$ cat src/rtl/mem_port_arbiter.sv
// Round-robin arbiter between the IF and LS ports in front of the scratch memory; one access in flight at a time.
// Grant is combinational in IDLE, mem strobe the next cycle, response pulse 2 cycles after grant (1 for misaligned LS).
module mem_port_arbiter #(
  parameter int ADDR_W = 32,
  parameter int DATA_W = 32
) (
  input  logic              clk,
  input  logic              resetn_i,
  input  logic              if_req_i,
  input  logic [ADDR_W-1:0] if_addr_i,
  output logic              if_gnt_o,
  output logic              if_valid_o,
  output logic [DATA_W-1:0] if_data_o,
  input  logic              ls_req_i,
  input  logic              ls_we_i,
  input  logic [1:0]        ls_size_i,
  input  logic              ls_unsigned_i,
  input  logic [ADDR_W-1:0] ls_addr_i,
  input  logic [DATA_W-1:0] ls_wdata_i,
  output logic              ls_gnt_o,
  output logic              ls_valid_o,
  output logic              ls_err_o,
  output logic [DATA_W-1:0] ls_rdata_o,
  output logic [ADDR_W-1:0] mem_addr_o,
  output logic [DATA_W-1:0] mem_data_o,
  output logic              mem_write_o,
  output logic [1:0]        mem_write_size_o,
  output logic              mem_valid_o,
  input  logic [DATA_W-1:0] mem_data_i,
  input  logic              mem_valid_i
);

  typedef enum logic [1:0] {S_IDLE, S_ACCESS, S_RESP} state_t;

  state_t            state_q;
  logic              last_ls_q;
  logic              we_q;
  logic              uns_q;
  logic              err_q;
  logic [1:0]        size_q;
  logic [1:0]        mem_size_q;
  logic [ADDR_W-1:0] addr_q;
  logic [DATA_W-1:0] wdata_q;
  logic [DATA_W-1:0] if_data_q;
  logic [DATA_W-1:0] ls_rdata_q;

  logic              gnt_ls, gnt_if, misalign;
  logic [1:0]        ls_size_enc;
  logic [DATA_W-1:0] lane, ld_ext;
  logic              unused_if_addr;

  assign unused_if_addr = ^if_addr_i[1:0];

  // last_q doubles as the owner of the access in flight
  always_comb begin
    gnt_ls = 1'b0;
    gnt_if = 1'b0;
    if (resetn_i && state_q == S_IDLE) begin
      if (ls_req_i && (!if_req_i || !last_ls_q)) gnt_ls = 1'b1;
      else if (if_req_i)                          gnt_if = 1'b1;
    end
  end

  always_comb begin
    misalign = 1'b0;
    case (ls_size_i)
      2'b00:   misalign = 1'b0;
      2'b01:   misalign = ls_addr_i[0];
      2'b10:   misalign = |ls_addr_i[1:0];
      default: misalign = 1'b1;
    endcase
  end

  assign ls_size_enc = (ls_size_i == 2'b10) ? 2'b11 : ls_size_i;

  always_comb begin
    lane   = mem_data_i >> {addr_q[1:0], 3'b000};
    ld_ext = mem_data_i;
    case (size_q)
      2'b00: ld_ext = uns_q ? {{(DATA_W-8){1'b0}}, lane[7:0]}
                            : {{(DATA_W-8){lane[7]}}, lane[7:0]};
      2'b01: ld_ext = uns_q ? {{(DATA_W-16){1'b0}}, lane[15:0]}
                            : {{(DATA_W-16){lane[15]}}, lane[15:0]};
      default: ld_ext = mem_data_i;
    endcase
  end

  always_ff @(posedge clk) begin
    if (!resetn_i) begin
      state_q    <= S_IDLE;
      last_ls_q  <= 1'b0;
      we_q       <= 1'b0;
      uns_q      <= 1'b0;
      err_q      <= 1'b0;
      size_q     <= 2'b00;
      mem_size_q <= 2'b00;
      addr_q     <= '0;
      wdata_q    <= '0;
      if_data_q  <= '0;
      ls_rdata_q <= '0;
    end else begin
      case (state_q)
        S_IDLE: begin
          if (gnt_ls) begin
            last_ls_q  <= 1'b1;
            we_q       <= ls_we_i;
            uns_q      <= ls_unsigned_i;
            size_q     <= ls_size_i;
            mem_size_q <= ls_we_i ? ls_size_enc : 2'b00;
            addr_q     <= ls_addr_i;
            wdata_q    <= ls_wdata_i;
            err_q      <= misalign;
            state_q    <= misalign ? S_RESP : S_ACCESS;
          end else if (gnt_if) begin
            last_ls_q  <= 1'b0;
            we_q       <= 1'b0;
            size_q     <= 2'b10;
            mem_size_q <= 2'b00;
            addr_q     <= {if_addr_i[ADDR_W-1:2], 2'b00};
            err_q      <= 1'b0;
            state_q    <= S_ACCESS;
          end
        end
        S_ACCESS: begin
          if (mem_valid_i) begin
            if (!last_ls_q)  if_data_q  <= mem_data_i;
            else if (!we_q)  ls_rdata_q <= ld_ext;
            state_q <= S_RESP;
          end
        end
        default: state_q <= S_IDLE;
      endcase
    end
  end

  assign if_gnt_o         = gnt_if;
  assign ls_gnt_o         = gnt_ls;
  assign if_valid_o       = (state_q == S_RESP) && !last_ls_q;
  assign ls_valid_o       = (state_q == S_RESP) && last_ls_q;
  assign ls_err_o         = ls_valid_o && err_q;
  assign if_data_o        = if_data_q;
  assign ls_rdata_o       = ls_rdata_q;
  assign mem_valid_o      = (state_q == S_ACCESS);
  assign mem_write_o      = (state_q == S_ACCESS) && we_q;
  assign mem_addr_o       = addr_q;
  assign mem_data_o       = wdata_q;
  assign mem_write_size_o = mem_size_q;

endmodule

$ cat config.mk
export PLATFORM = sky130hd
export DESIGN_NAME = mem_port_arbiter
export DESIGN_NICKNAME = d
export VERILOG_FILES = /design/src/rtl/mem_port_arbiter.sv
export SDC_FILE = /design/constraint.sdc
export NUM_CORES = 1
export LEC_CHECK = 0
export CORE_MARGIN = 4
export CORE_UTILIZATION = 36
export CTS_BUF_LIST = sky130_fd_sc_hd__clkbuf_8
export DETAILED_ROUTE_END_ITERATION = 16
export HOLD_SLACK_MARGIN = 0.08
export PLACE_DENSITY_LB_ADDON = 0.08
export SLEW_MARGIN = 20
export SYNTH_ARGS = -nofsm -noshare
export SYNTH_HDL_FRONTEND = slang
export SYNTH_SLANG_ARGS = --single-unit
$ cat constraint.sdc
create_clock -name clk -period 2.2 [get_ports clk]
set_input_delay 0.44 -clock clk [delete_from_list [all_inputs] [get_ports clk]]
set_output_delay 0.44 -clock clk [all_outputs]
set_load 0.05 [all_outputs]
### Yosys cells after proc, flatten, opt, wreduce, memory -nomap -nowiden

Index checks and enable logic that the tools add are counted.

| operators by class | value |
|---|---|
| add/subtract/negate cells | 0 |
| order comparisons | 0 |
| bitwise logic cells | 2 |
| equal/unequal tests | 7 |
| div/mod/pow operators | 0 |
| shift operators | 1 |
| $mul | 0 |
| reductions and logical operators | 19 |
| multiplexer cells | 26 |

Operators by type and width:

| kind | count |
|---|---|
| $mux W32 | 4 |
| $pmux W32 S2 | 1 |
| $shr A32 B5 Y16 | 1 |
| $mux W2 | 10 |
| $mux W1 | 9 |
| $eq A2 B1 Y1 const B | 3 |
| $logic_and A1 B1 Y1 | 6 |
| $logic_not A2 Y1 | 3 |
| $reduce_and A2 Y1 | 3 |
| $eq A2 B2 Y1 const B | 2 |
| $pmux W2 S2 | 1 |
| $reduce_and A4 Y1 | 1 |
| $ne A3 B3 Y1 const B | 1 |
| $pmux W1 S3 | 1 |
| $reduce_and A3 Y1 | 1 |
| $logic_not A1 Y1 | 2 |
| $ne A2 B1 Y1 const B | 1 |
| $not A1 Y1 | 2 |
| $reduce_bool A2 Y1 | 1 |
| $reduce_or A2 Y1 | 1 |
| $logic_or A1 B1 Y1 | 1 |

| word-level totals | value |
|---|---|
| output and inout bits | 137 |
| memories kept | 0 |
| ROM bits | 0 |
| bits in latches | 0 |
| RAM bits | 0 |
| logic and storage cells | 66 |
| register bits | 138 |

### Logic depth before layout (Yosys ltp)

| depth | value |
|---|---|
| word-level depth | 8 |
| mapped depth | 7 |
| mapped depth without buffers | 5 |

### Least setup slack after synthesis

No wires, ideal clock.

| timing path | value |
|---|---|
| kind | register -> output |
| from | reg state_q[0] |
| to | out mem_write_o |
| buffers on the path | 0 |
| path slack | 0.041 ns |
| cell stages (with the launch flop) | 3 |
| data arrival time | 1.719 ns |
| path through | dfxtp_1 nor2b_1 and2_1 |

| between the ends | value |
|---|---|
| cells in the longest elaborated chain, start to end | 2 |

RTL lines:

| element | line | source |
|---|---|---|
| start, declared | 35 | `state_t state_q;` |
| start signal, assigned | 113 | `state_q <= misalign ? S_RESP : S_ACCESS;` |
| $eq A2 B1 Y1 | - |  |
| via mem_valid_o | 28 | `output logic mem_valid_o,` |
| $logic_and A1 B1 Y1 | 144 | `assign mem_write_o = (state_q == S_ACCESS) && we_q;` |
| end, declared | 26 | `output logic mem_write_o,` |

The timed path passes the listed nets, and every way through them passes these cells.

### Final worst setup path

| timing path | value |
|---|---|
| from | in ls_req_i |
| to | out ls_gnt_o |

| between the ends | value |
|---|---|
| cells in the longest elaborated chain, start to end | 3 |

RTL lines:

| element | line | source |
|---|---|---|
| start, declared | 14 | `input logic ls_req_i,` |
| $logic_and A1 B1 Y1 | 59 | `if (ls_req_i && (!if_req_i \|\| !last_ls_q)) gnt_ls = 1'b1;` |
| $mux W1 | 59 |  |
| $mux W1 | 58 | `if (resetn_i && state_q == S_IDLE) begin` |
| end, declared | 20 | `output logic ls_gnt_o,` |

No other way between the ends.

==> results.sh <==
export IMPL_pre_cts_ws_ns=-0.0495
export IMPL_vias=5997
export IMPL_syn_inst=712
export IMPL_final_core_util=0.589
export IMPL_hold_ws_ns=0.370
export IMPL_syn_nets=849
export IMPL_p_leak_uw=0.00337
export IMPL_synth_edf_count=0
export IMPL_dieArea_um2=17900
export IMPL_syn_area_um2=5700
export IMPL_dpl_cell_count=1158
export IMPL_power_density_nw_per_um2=733
export IMPL_rr_startpoint="state_q[1]"
export IMPL_cts_path_max_buffers=2
export IMPL_setup_viol=0
export IMPL_wl_um=20000
export IMPL_gr_total_overflow=0
export IMPL_end_kind="primary output"
export IMPL_ir_worst_vdd_v=0.000436
export IMPL_yosys_warnings=0
export IMPL_path_class="in -> out"
export IMPL_place_congestion=0.802
export IMPL_htree_levels=4
export IMPL_cts_root_buffer="clkbuf_8"
export IMPL_clock_latency_ns=0.45
export IMPL_synthMuxAreaShare=0.0197
export IMPL_max_freq_mhz=464
export IMPL_worstMarginPinSlew_ns=0.642
export IMPL_row_count=45
export IMPL_ys_types=41
export IMPL_holdBufCountCts=0
export IMPL_path_clk_slew_ns=0.07
export IMPL_crit_path_max_incr_delay_ns=0.45
export IMPL_clock_sinks=138
export IMPL_synth_yosys_seq_area_share=0.484
export IMPL_layout_cells_non_filler=1188
export IMPL_grt_pass1_wl_um=31400
export IMPL_nets=1103
export IMPL_max_cap_viol_count=0
export IMPL_via_per_inst=5.05
export IMPL_drc=0
export IMPL_wl_per_cell_um=16.8
export IMPL_post_cts_buffers=0
export IMPL_area_growth_pct=58.8
export IMPL_initial_core_util=0.371
export IMPL_synth_top_family_by_area="simple AND/OR/NAND/NOR gates"
export IMPL_synth_main_ff_cell="dfxtp_1"
export IMPL_worstPathRequired_ns=1.76
export IMPL_yosys_area_share_adder=0
export IMPL_die_w_um=134
export IMPL_core_um2=15400
export IMPL_cts_buffers=17
export IMPL_setup_worst_path_start_class="primary input"
export IMPL_cts_tree="done"
export IMPL_finalPower_uw=6640
export IMPL_critPathTopFamily="buffers and inverters"
export IMPL_final_period_utilization=0.980
export IMPL_worst_slack_ns=0.0448
export IMPL_cts_resized=0
export IMPL_yosys_area_share_simple=0.246
export IMPL_antenna_found_initial=0
export IMPL_io_buffers=271
export IMPL_synth_xor_xnor_area_share=0
export IMPL_crit_path_start="ls_req_i"
export IMPL_avgSynthCellArea_um2=8.01
export IMPL_period_needed_ns=2.16
export IMPL_drtIter0Drc=470
export IMPL_worstPathArrival_ns=1.72
export IMPL_grt_setup_unrepaired="false"
export IMPL_die_h_um=134
export IMPL_final_max_slew_viol_count=0
export IMPL_ant_nets=0
export IMPL_min_from="resetn_i"
export IMPL_synth_compound_area_frac=0.192
export IMPL_clock_skew_ns=0.00976
export IMPL_path_buf_inv=3
export IMPL_worstPathMaxFanout=3
export IMPL_synth_seq_cells=138
export IMPL_grt_max_degree=63
export IMPL_crit_path_top_delay_cell="clkdlybuf4s50_1"
export IMPL_dpl_hpwl_um=14700
export IMPL_grt_pass1_vias=6010
export IMPL_path_cells="clkdlybuf4s50_1 > a21bo_1 > or3_4 > inv_2 > buf_12"
export IMPL_hold_path_class="in -> reg"
export IMPL_antennaDiodeCount=0
export IMPL_async_flop_share=0
export IMPL_drive_above_1_share=0.0850
export IMPL_gr_usage_all_layers=0.219
export IMPL_max_slew_margin_rel=0.572
export IMPL_finalHoldViolations=0
export IMPL_drtPass1Iterations=5
export IMPL_num_io_pins=274
export IMPL_outcome="finished clean"
## power breakdown
part / switching, uW / internal (uW)
clock: 951 / 1070
combinational: 1120 / 727
sequential: 103 / 2670
total: 2180 / 4470
## cell usage after synthesis, types with 3 or more instances
library cell | instances | area (um2)
a21o_1 | 7 | 52.6
a21oi_1 | 70 | 350
a2bb2oi_1 | 7 | 61.3
a311oi_1 | 30 | 263
a31oi_1 | 16 | 100
and2_1 | 3 | 18.8
buf_1 | 5 | 18.8
buf_2 | 19 | 95.1
buf_4 | 5 | 37.5
buf_6 | 6 | 67.6
clkbuf_1 | 28 | 105
dfxtp_1 | 138 | 2760
mux2i_1 | 9 | 90.1
nand2_1 | 213 | 800
nand2b_1 | 11 | 68.8
nand3_1 | 40 | 200
nor2_1 | 35 | 131
nor2b_1 | 6 | 37.5
nor3_1 | 3 | 15.0
o21ai_0 | 27 | 135
o221ai_1 | 7 | 61.3
or2_2 | 8 | 50.1
## registers in the layout (all words and copies together) (netlist names)
name,flops
mem_write_size_o,2
ls_rdata_o,32
size_q,2
uns_q,1
err_q,1
last_ls_q,1
if_data_o,32
state_q,2
we_q,1
mem_addr_o,32
mem_data_o,32
## routing by layer
layer | up-vias | share of wire | GRT usage
li1 | 2942 | - | -
met2 | 238 | 0.48 | 0.370
met1 | 2780 | 0.40 | 0.254
met4 | 0 | 0.024 | 0.0754
met5 | - | 0 | 0
met3 | 37 | 0.089 | 0.0825
## worst reg2reg max path, cell delays in order (launching register included)
cell	delay, ns
dfxtp_1	0.41
nand2b_1	0.23
or3_4	0.17
buf_4	0.50
nor2_1	0.11
a311oi_1	0.27
## cell families after synthesis
logic type	after synthesis
AOI/OAI and AO/OA	172
buffers and inverters	65
DFF	138
muxes	10
and+or+nand+nor	327
## final cells by class
cell class	count	area (um2)
timing repair buffer	298	3030
inverter	2	7.51
tap	211	264
sequential	138	2760
clock buffer	20	275
clock inverter	10	103
fill	1386	6310
multi-input combinational	509	2620
## placed cells by master, fill, tap and decap left out, drive strengths merged, types with 6 or more instances in the layout
cell,synthesis,layout
a21o,7,7
a21oi,70,70
a2bb2oi,7,7
a311oi,30,30
a31oi,17,17
buf,35,37
clkbuf,28,20
clkdlybuf4s50,0,261
dfxtp,138,138
mux2i,9,9
nand2,213,213
nand2b,11,11
nand3,40,40
nor2,35,35
nor2b,6,6
o21ai,28,28
o221ai,7,7
or2,8,8
## per-stage QoR
step           instance area, um2  setup TNS [ns]
5_1_grt                      9060               0
4_1_cts                      9060               0
6_report                     9060               0
3_5_place_dp                 8680          -0.471
2_1_floorplan                5700               0
3_3_place_gp                 8680               0
## path summary, 6_finish.rpt
check | endpoint | slack [ns] | cells after the start
max | ls_gnt_o | 0.04 | 5
min | state_q[0] | 0.37 | 3
max reg2reg | mem_addr_o[13] | 0.42 | 5
min reg2reg | mem_data_o[26] | 0.45 | 2
Power figures use the tool's default switching activity.
